### src/rtl/key_scan.sv
// 4x4 keypad scanner: row strobing, column synchronisation, press/release
// debounce and a one-cycle strobe per accepted key.
module key_scan #(
  parameter int unsigned SCAN_DIV   = 4,
  parameter int unsigned DEB_CYCLES = 10
) (
  input  logic       CLK_1K,
  input  logic       RST,
  input  logic [3:0] col_n,
  output logic [3:0] row_n,
  output logic [3:0] key_value,
  output logic       flag,
  output logic       busy
);

  localparam int unsigned DW = 4;
  localparam int unsigned CW = 8;
  localparam logic [DW-1:0] DWELL_LAST = DW'(SCAN_DIV - 1);
  localparam logic [CW-1:0] DEB_LAST   = CW'(DEB_CYCLES - 1);

  typedef enum logic [2:0] {
    SCAN     = 3'b001,
    DEBOUNCE = 3'b010,
    HOLD     = 3'b100
  } state_t;

  state_t        state_q, state_d;
  logic [1:0]    row_q, row_d;
  logic [DW-1:0] dwell_q, dwell_d;
  logic [CW-1:0] cnt_q, cnt_d;
  logic [3:0]    pat_q, pat_d;
  logic [3:0]    key_q, key_d;
  logic [3:0]    row_n_q, row_n_d;
  logic          flag_q, flag_d;
  logic          busy_q, busy_d;
  logic [3:0]    sync1_q, col_s_q;

  // True when exactly one column line is pulled low.
  function automatic logic one_low(input logic [3:0] p);
    logic [3:0] a;
    a = ~p;
    return (a != 4'd0) && ((a & (a - 4'd1)) == 4'd0);
  endfunction

  // Column index of the single low bit in a captured pattern.
  function automatic logic [1:0] col_idx(input logic [3:0] p);
    case (p)
      4'b1110: return 2'd0;
      4'b1101: return 2'd1;
      4'b1011: return 2'd2;
      default: return 2'd3;
    endcase
  endfunction

  // Keypad legend: digits, A-D operators, E equals, F clear.
  function automatic logic [3:0] key_code(input logic [1:0] r, input logic [1:0] c);
    case ({r, c})
      4'h0: return 4'h1;
      4'h1: return 4'h2;
      4'h2: return 4'h3;
      4'h3: return 4'hA;
      4'h4: return 4'h4;
      4'h5: return 4'h5;
      4'h6: return 4'h6;
      4'h7: return 4'hB;
      4'h8: return 4'h7;
      4'h9: return 4'h8;
      4'hA: return 4'h9;
      4'hB: return 4'hC;
      4'hC: return 4'hF;
      4'hD: return 4'h0;
      4'hE: return 4'hE;
      default: return 4'hD;
    endcase
  endfunction

  // Two-flop synchroniser for the asynchronous column lines.
  always_ff @(posedge CLK_1K or negedge RST) begin
    if (!RST) begin
      sync1_q <= 4'hF;
      col_s_q <= 4'hF;
    end else begin
      sync1_q <= col_n;
      col_s_q <= sync1_q;
    end
  end

  // State and output registers.
  always_ff @(posedge CLK_1K or negedge RST) begin
    if (!RST) begin
      state_q <= SCAN;
      row_q   <= 2'd0;
      dwell_q <= '0;
      cnt_q   <= '0;
      pat_q   <= 4'hF;
      key_q   <= 4'h0;
      row_n_q <= 4'b1110;
      flag_q  <= 1'b0;
      busy_q  <= 1'b0;
    end else begin
      state_q <= state_d;
      row_q   <= row_d;
      dwell_q <= dwell_d;
      cnt_q   <= cnt_d;
      pat_q   <= pat_d;
      key_q   <= key_d;
      row_n_q <= row_n_d;
      flag_q  <= flag_d;
      busy_q  <= busy_d;
    end
  end

  // Next-state logic: scan rows, confirm a single press, wait for full release.
  always_comb begin
    state_d = state_q;
    row_d   = row_q;
    dwell_d = dwell_q;
    cnt_d   = cnt_q;
    pat_d   = pat_q;
    key_d   = key_q;
    flag_d  = 1'b0;

    case (state_q)
      SCAN: begin
        if (dwell_q >= DWELL_LAST) begin
          dwell_d = '0;
          if (one_low(col_s_q)) begin
            pat_d   = col_s_q;
            cnt_d   = '0;
            state_d = DEBOUNCE;
          end else begin
            row_d = row_q + 2'd1;
          end
        end else begin
          dwell_d = dwell_q + DW'(1);
        end
      end
      DEBOUNCE: begin
        if (col_s_q == pat_q) begin
          if (cnt_q >= DEB_LAST) begin
            flag_d  = 1'b1;
            key_d   = key_code(row_q, col_idx(pat_q));
            cnt_d   = '0;
            state_d = HOLD;
          end else begin
            cnt_d = cnt_q + CW'(1);
          end
        end else begin
          dwell_d = '0;
          state_d = SCAN;
        end
      end
      HOLD: begin
        if (col_s_q == 4'hF) begin
          if (cnt_q >= DEB_LAST) begin
            cnt_d   = '0;
            dwell_d = '0;
            row_d   = row_q + 2'd1;
            state_d = SCAN;
          end else begin
            cnt_d = cnt_q + CW'(1);
          end
        end else begin
          cnt_d = '0;
        end
      end
      default: begin
        state_d = SCAN;
        row_d   = 2'd0;
        dwell_d = '0;
        cnt_d   = '0;
      end
    endcase

    busy_d  = (state_d != SCAN);
    row_n_d = ~(4'b0001 << row_d);
  end

  assign row_n     = row_n_q;
  assign key_value = key_q;
  assign flag      = flag_q;
  assign busy      = busy_q;

endmodule

### config.mk
export PLATFORM = sky130hd
export DESIGN_NAME = key_scan
export DESIGN_NICKNAME = d
export VERILOG_FILES = /design/src/rtl/key_scan.sv
export SDC_FILE = /design/constraint.sdc
export NUM_CORES = 1
export LEC_CHECK = 0
export ABC_AREA = 1
export CORE_ASPECT_RATIO = 1.25
export CORE_MARGIN = 1
export CORE_UTILIZATION = 62
export CTS_CLUSTER_SIZE = 14
export DETAILED_ROUTE_END_ITERATION = 8
export GPL_TIMING_DRIVEN = 0
export PLACE_DENSITY = 0.85
export SLEW_MARGIN = 20
export SYNTH_ARGS = -nofsm -noshare
export SYNTH_HDL_FRONTEND = slang
export SYNTH_SLANG_ARGS = --single-unit
### constraint.sdc
create_clock -name CLK_1K -period 4.2 [get_ports CLK_1K]
set_input_delay 0.84 -clock CLK_1K [delete_from_list [all_inputs] [get_ports CLK_1K]]
set_output_delay 0.84 -clock CLK_1K [all_outputs]
set_load 0.02 [all_outputs]
# Word-level counts from Yosys, hierarchy flattened
# Memories as Yosys holds them, arrays and structs flattened. A register that Yosys moved wholly into a read port is not among the register bits.
# Index checks and enable logic that the tools add are counted.
# W data, S select, Z words.
# totals
ff_bits	35
romBits	64
in_bits	6
elab_cells	74
n_memories	1
# classes
addsub	4
order_cmp	2
n_eq_ne	15
n_shift	1
n_mux	30
bitwise_logic	3
n_reduce_logical	8
# mem_list
name	depth	word_bits	rd	rd_ports_with_merged_regs	wr	line	rtl
(name not given)	16	4	1	1	0	57	case ({r, c})
# op_table
op	n
$mux W8	5
$pmux W8 S3	1
$mux W3	6
$eq A4 B4 Y1 const B	4
$mux W4	4
$mux W2	7
$ne A2 B2 Y1 const B	6
$pmux W2 S3	2
$pmux W4 S3	1
$reduce_and A3 Y1	4
$pmux W3 S3	1
$add A8 B1 Y8 const B	1
$ge A8 B4 Y1 const B	1
$not A4 Y4	2
$add A4 B1 Y4 const B	1
$and A4 B4 Y4	1
$eq A4 B4 Y1	1
$ge A4 B2 Y1 const B	1
$logic_not A4 Y1	1
$reduce_bool A4 Y1	1
$shl A1 B2 Y4 const A	1
$sub A4 B1 Y4 const B	1
$eq A3 B1 Y1 const B	1
$eq A3 B2 Y1 const B	1
other kinds (6)	8

# Longest topological paths before layout
# logic_depth
word_depth	10
depth_mapped	12

# Worst setup path before layout
# Ideal clock, no wire load.
# synth_timing
path_kind	reg2reg
start	reg pat_q[0]
end	reg key_q[3], in the netlist key_value[3]
arrival_time_ns	1.833
required_ns	4.135
slack_ns	2.302
path_stages_with_launch	11
path_buffers	0
period_less_slack_ns	1.898
cell_sequence	dfstp_2 inv_1 nand2_1 nor2_1 o21ai_0 inv_1 ha_1 or2_2 a31oi_1 nand2_1 nand2_1
# synth_between
elab_chain_len	5
elab_cells_between_ends	9
# synth_rtl
element	line	rtl
start, declared	31	logic [3:0] pat_q, pat_d;
start signal, assigned	105	pat_q <= pat_d;
$eq A4 B4 Y1	47	case (p)
$pmux W2 S3	47	
$mux W2	140	if (cnt_q >= DEB_LAST) begin
$mux W2	139	if (col_s_q == pat_q) begin
$mux W2	123	case (state_q)
end, declared	32	logic [3:0] key_q, key_d;
# Several ways; a longest one is shown, not always the timed one. The select of a mux whose other input is x is not followed.
# A chain may end at the register's enable or synchronous reset.

# Worst setup path after layout
# layout_timing
start	reg row_n_q[1], in the netlist row_n[1]
end	out row_n[1]
# layout_rtl
element	line	rtl
start, declared	33	logic [3:0] row_n_q, row_n_d;
start signal, assigned	107	row_n_q <= row_n_d;
end, declared	10	output logic [3:0] row_n,
# No word-level cell between the ends.

==> reports/results.tsv <==
metric	value	unit
I/O pin cnt	16	
pre-CTS setup slack	2110	ps
I/O Buffers	15	
first-pass GRT wire length	6170	um
final hold viol count	0	
worst relative slew slack	0.651	
Max-Cap Viols	0	
delay-heaviest family, CP	buffers and inverters	
cell-internal power	0.000863	W
Seq pwr share	0.379	
Overall Power	0.00138	W
Setup crit end kind	output port	
Syn Inst Count	256	
gr usage total	0.240	
CTS tree	done	
WP buf/inv	1	
min Tclk post-route	2240	ps
final wirelength	3540	um
clock share of power	0.232	
Hold Crit Start	sync1_q[3]	
filler cell count	221	
RSZ-0062 raised after global routing	no	
power per standard cell area	570	nW/um2
# rows	23	
initial antenna violation count	0	
GRT overflow	0	
Hold Path Class	reg -> reg	
LEAKAGE	1.30	nW
Switching Fraction	0.373	
die area	3590	um2
synthesis-stage register bit count	39	
routed length per instance	11.2	um
P_sw	0.000514	W
CP arrival	1400	ps
ANT cells	0	
utilization after layout	0.756	
vias per cell	5.13	
combinational share of power	0.389	
Root Driver	clkbuf_8	
die width	53.8	um
CTS buffer count	5	
# resized after CTS	0	
Tcrit/Tclk final	0.533	
Reg-to-Reg Start	pat_q[0]	
count of different cell masters after synthesis	31	
hold path endpoint	col_s_q[3]	
cell area after layout	2420	um2
Initial Utilization	0.651	
core area	3190	um2
GP Congestion	0.827	
vias post-DR	1625	
startpoint types	flop	
R2R Setup Slk	2070	ps
syn nets	270	
largest net degree at the start of global routing	23	
Yosys warning count	0	
actual transition at the worst max-transition pin	518	ps
Residual DRC	0	
Sum Neg Setup Slack	0	ps
Crit Reg-Reg Endpoint	key_value[3]	
initial drt markers	51	
Antenna Nets Post-Route	0	
Setup Buffers After CTS	0	
Avg Inst Size Synth	8.12	um2
layout cell share with drive strength beyond 1	0.171	
clock latency on the worst-skew pair	290	ps
final setup vio count	0	
dpl cell area	2300	um2
f_max	447	MHz
VDD IR max	0.000495	V
Clock Sinks	39	
P&R area growth vs syn	16.2	%
R2R cell count	10	
status	finished clean	
vias in the first global route	1504	
crit-path max FO	1	
CTS Hold Bufs	0	
Critical Path, Cell by Cell	clkdlybuf4s50_1	
crit path kind	reg -> out	
hpwl dp	2630	um
clk_skew	4.53	ps
CTS clock-pin slew for the worst setup and hold paths	70	ps
post-layout net count	293	
CTS Buffer Depth	2	
Max Transition Viols Final	0	
final setup margin	1960	ps
Req. time, crit path	3360	ps
die height	66.8	um
H-tree depth	2	
Pre-antenna DRT Iters	4	
max incr delay on CP	590	ps
Hold Path Depth	0	
synthesized area	2080	um2
sequential fraction of the synthesis area	0.479	
crit path max-delay cell type	clkdlybuf4s50_1	
-- stage by stage --
| step | hold WS, ps | instances |
|---|---|---|
| 5_1_grt | 362 | 317 |
| 3_3_place_gp | 346 | 308 |
| 2_1_floorplan | 345 | 256 |
| 6_report | 356 | 317 |
| 3_5_place_dp | 347 | 309 |
| 4_1_cts | 357 | 317 |
-- logic make-up (layout without fill, tap and decap cells) --
group	Yosys count	in the layout	synth area share
simple gates	138	138	0.312
buf+inv	45	69	0.0836
flops	39	39	0.479
compound gates	24	24	0.0686
fa+ha+maj	8	8	0.0481
xor+xnor	2	2	0.00843
-- layout make-up --
type                       count  area (um2)  area share
buffer                         2        10.0     0.00414
clock buffer                   6        82.6      0.0342
clock inverter                 2        35.0      0.0145
inverter                      43         164      0.0678
multi-input combinational    172         910       0.376
sequential                    39         996       0.412
tap                           37        46.3      0.0192
timing repair buffer          16         173      0.0715
-- metal layers --
layer	GRT usage	wire length (um)
met4	0.109	81
met2	0.421	1800
met1	0.259	1530
met3	0.0639	138
met5	0	0
-- cell usage after synthesis --
master	n	area share
nand4_1	1	0.0030
a31oi_1	1	0.0030
nand2_1	74	0.13
nor3_1	2	0.0048
nand3_2	1	0.0048
nor2_1	31	0.056
nand2_2	1	0.0030
nand3_1	16	0.039
inv_4	1	0.0030
a21oi_2	1	0.0042
nor3_4	2	0.016
ha_1	8	0.048
dfrtp_1	23	0.28
nor2_4	3	0.016
nand3b_1	1	0.0036
a21oi_1	4	0.0096
nor2_2	2	0.0060
nand3_4	1	0.0084
o21ai_0	12	0.029
buf_2	2	0.0048
nand2_4	1	0.0054
o21ai_1	2	0.0048
o22ai_1	2	0.0060
o21ai_2	1	0.0042
nand4_4	1	0.010
xor2_1	2	0.0084
dfstp_2	16	0.20
inv_1	39	0.070
o21ai_4	1	0.0078
or2_2	1	0.0030
inv_2	3	0.0054
-- cells in the final DEF, fill, tap and decap left out --
cell type         n
inv_1            39
nor2_2            2
ha_1              8
inv_4             1
o21ai_1           2
nand2_2           1
inv_2             3
a21oi_2           1
nand3b_1          1
clkbuf_8          6
or2_2             1
nand3_2           1
o22ai_1           2
nand2_4           1
nor3_4            2
clkinv_2          1
a21oi_1           4
xor2_1            2
buf_16            1
nor2_4            3
o21ai_0          12
nand3_1          16
nand2_1          74
dfstp_2          16
buf_2             3
a31oi_1           1
o21ai_2           1
dfrtp_1          23
bufinv_16         1
nand4_4           1
nand4_1           1
nor3_1            2
nand3_4           1
clkdlybuf4s50_1  14
o21ai_4           1
nor2_1           31
-- state kept, by name, indices dropped and copies added (netlist names) --
name and cells:
dwell_q 4, busy 1, flag 1, row_n 4
cnt_q 8, row_q 2, state_q 3, sync1_q 4
pat_q 4, key_value 4, col_s_q 4
-- power groups by stage --
stage	Combinational [W]	Clock [W]	Sequential, W
after floorplan	0.000378	0	0.000546
after global placement	0.000517	0	0.000525
after detailed placement	0.000533	0	0.000529
after CTS	0.000537	0.000326	0.000523
after global routing	0.000609	0.000346	0.000535
final	0.000536	0.000320	0.000522
-- worst max path at each step --
| stage | endpoint | depth (start not counted) | slack (ps) | from |
|---|---|---|---|---|
| after global placement | cnt_q[4] | 1 | 1450 | RST |
| after floorplan | key_value[3] | 10 | 2300 | pat_q[0] |
| after detailed placement | key_value[3] | 10 | 2110 | pat_q[0] |
| after CTS | row_n[3] | 1 | 1960 | row_n[3] |
| after global routing | key_value[1] | 10 | 1860 | pat_q[0] |
| final | row_n[1] | 1 | 1960 | row_n[1] |
No activity file was read; power rests on OpenSTA's default activity.
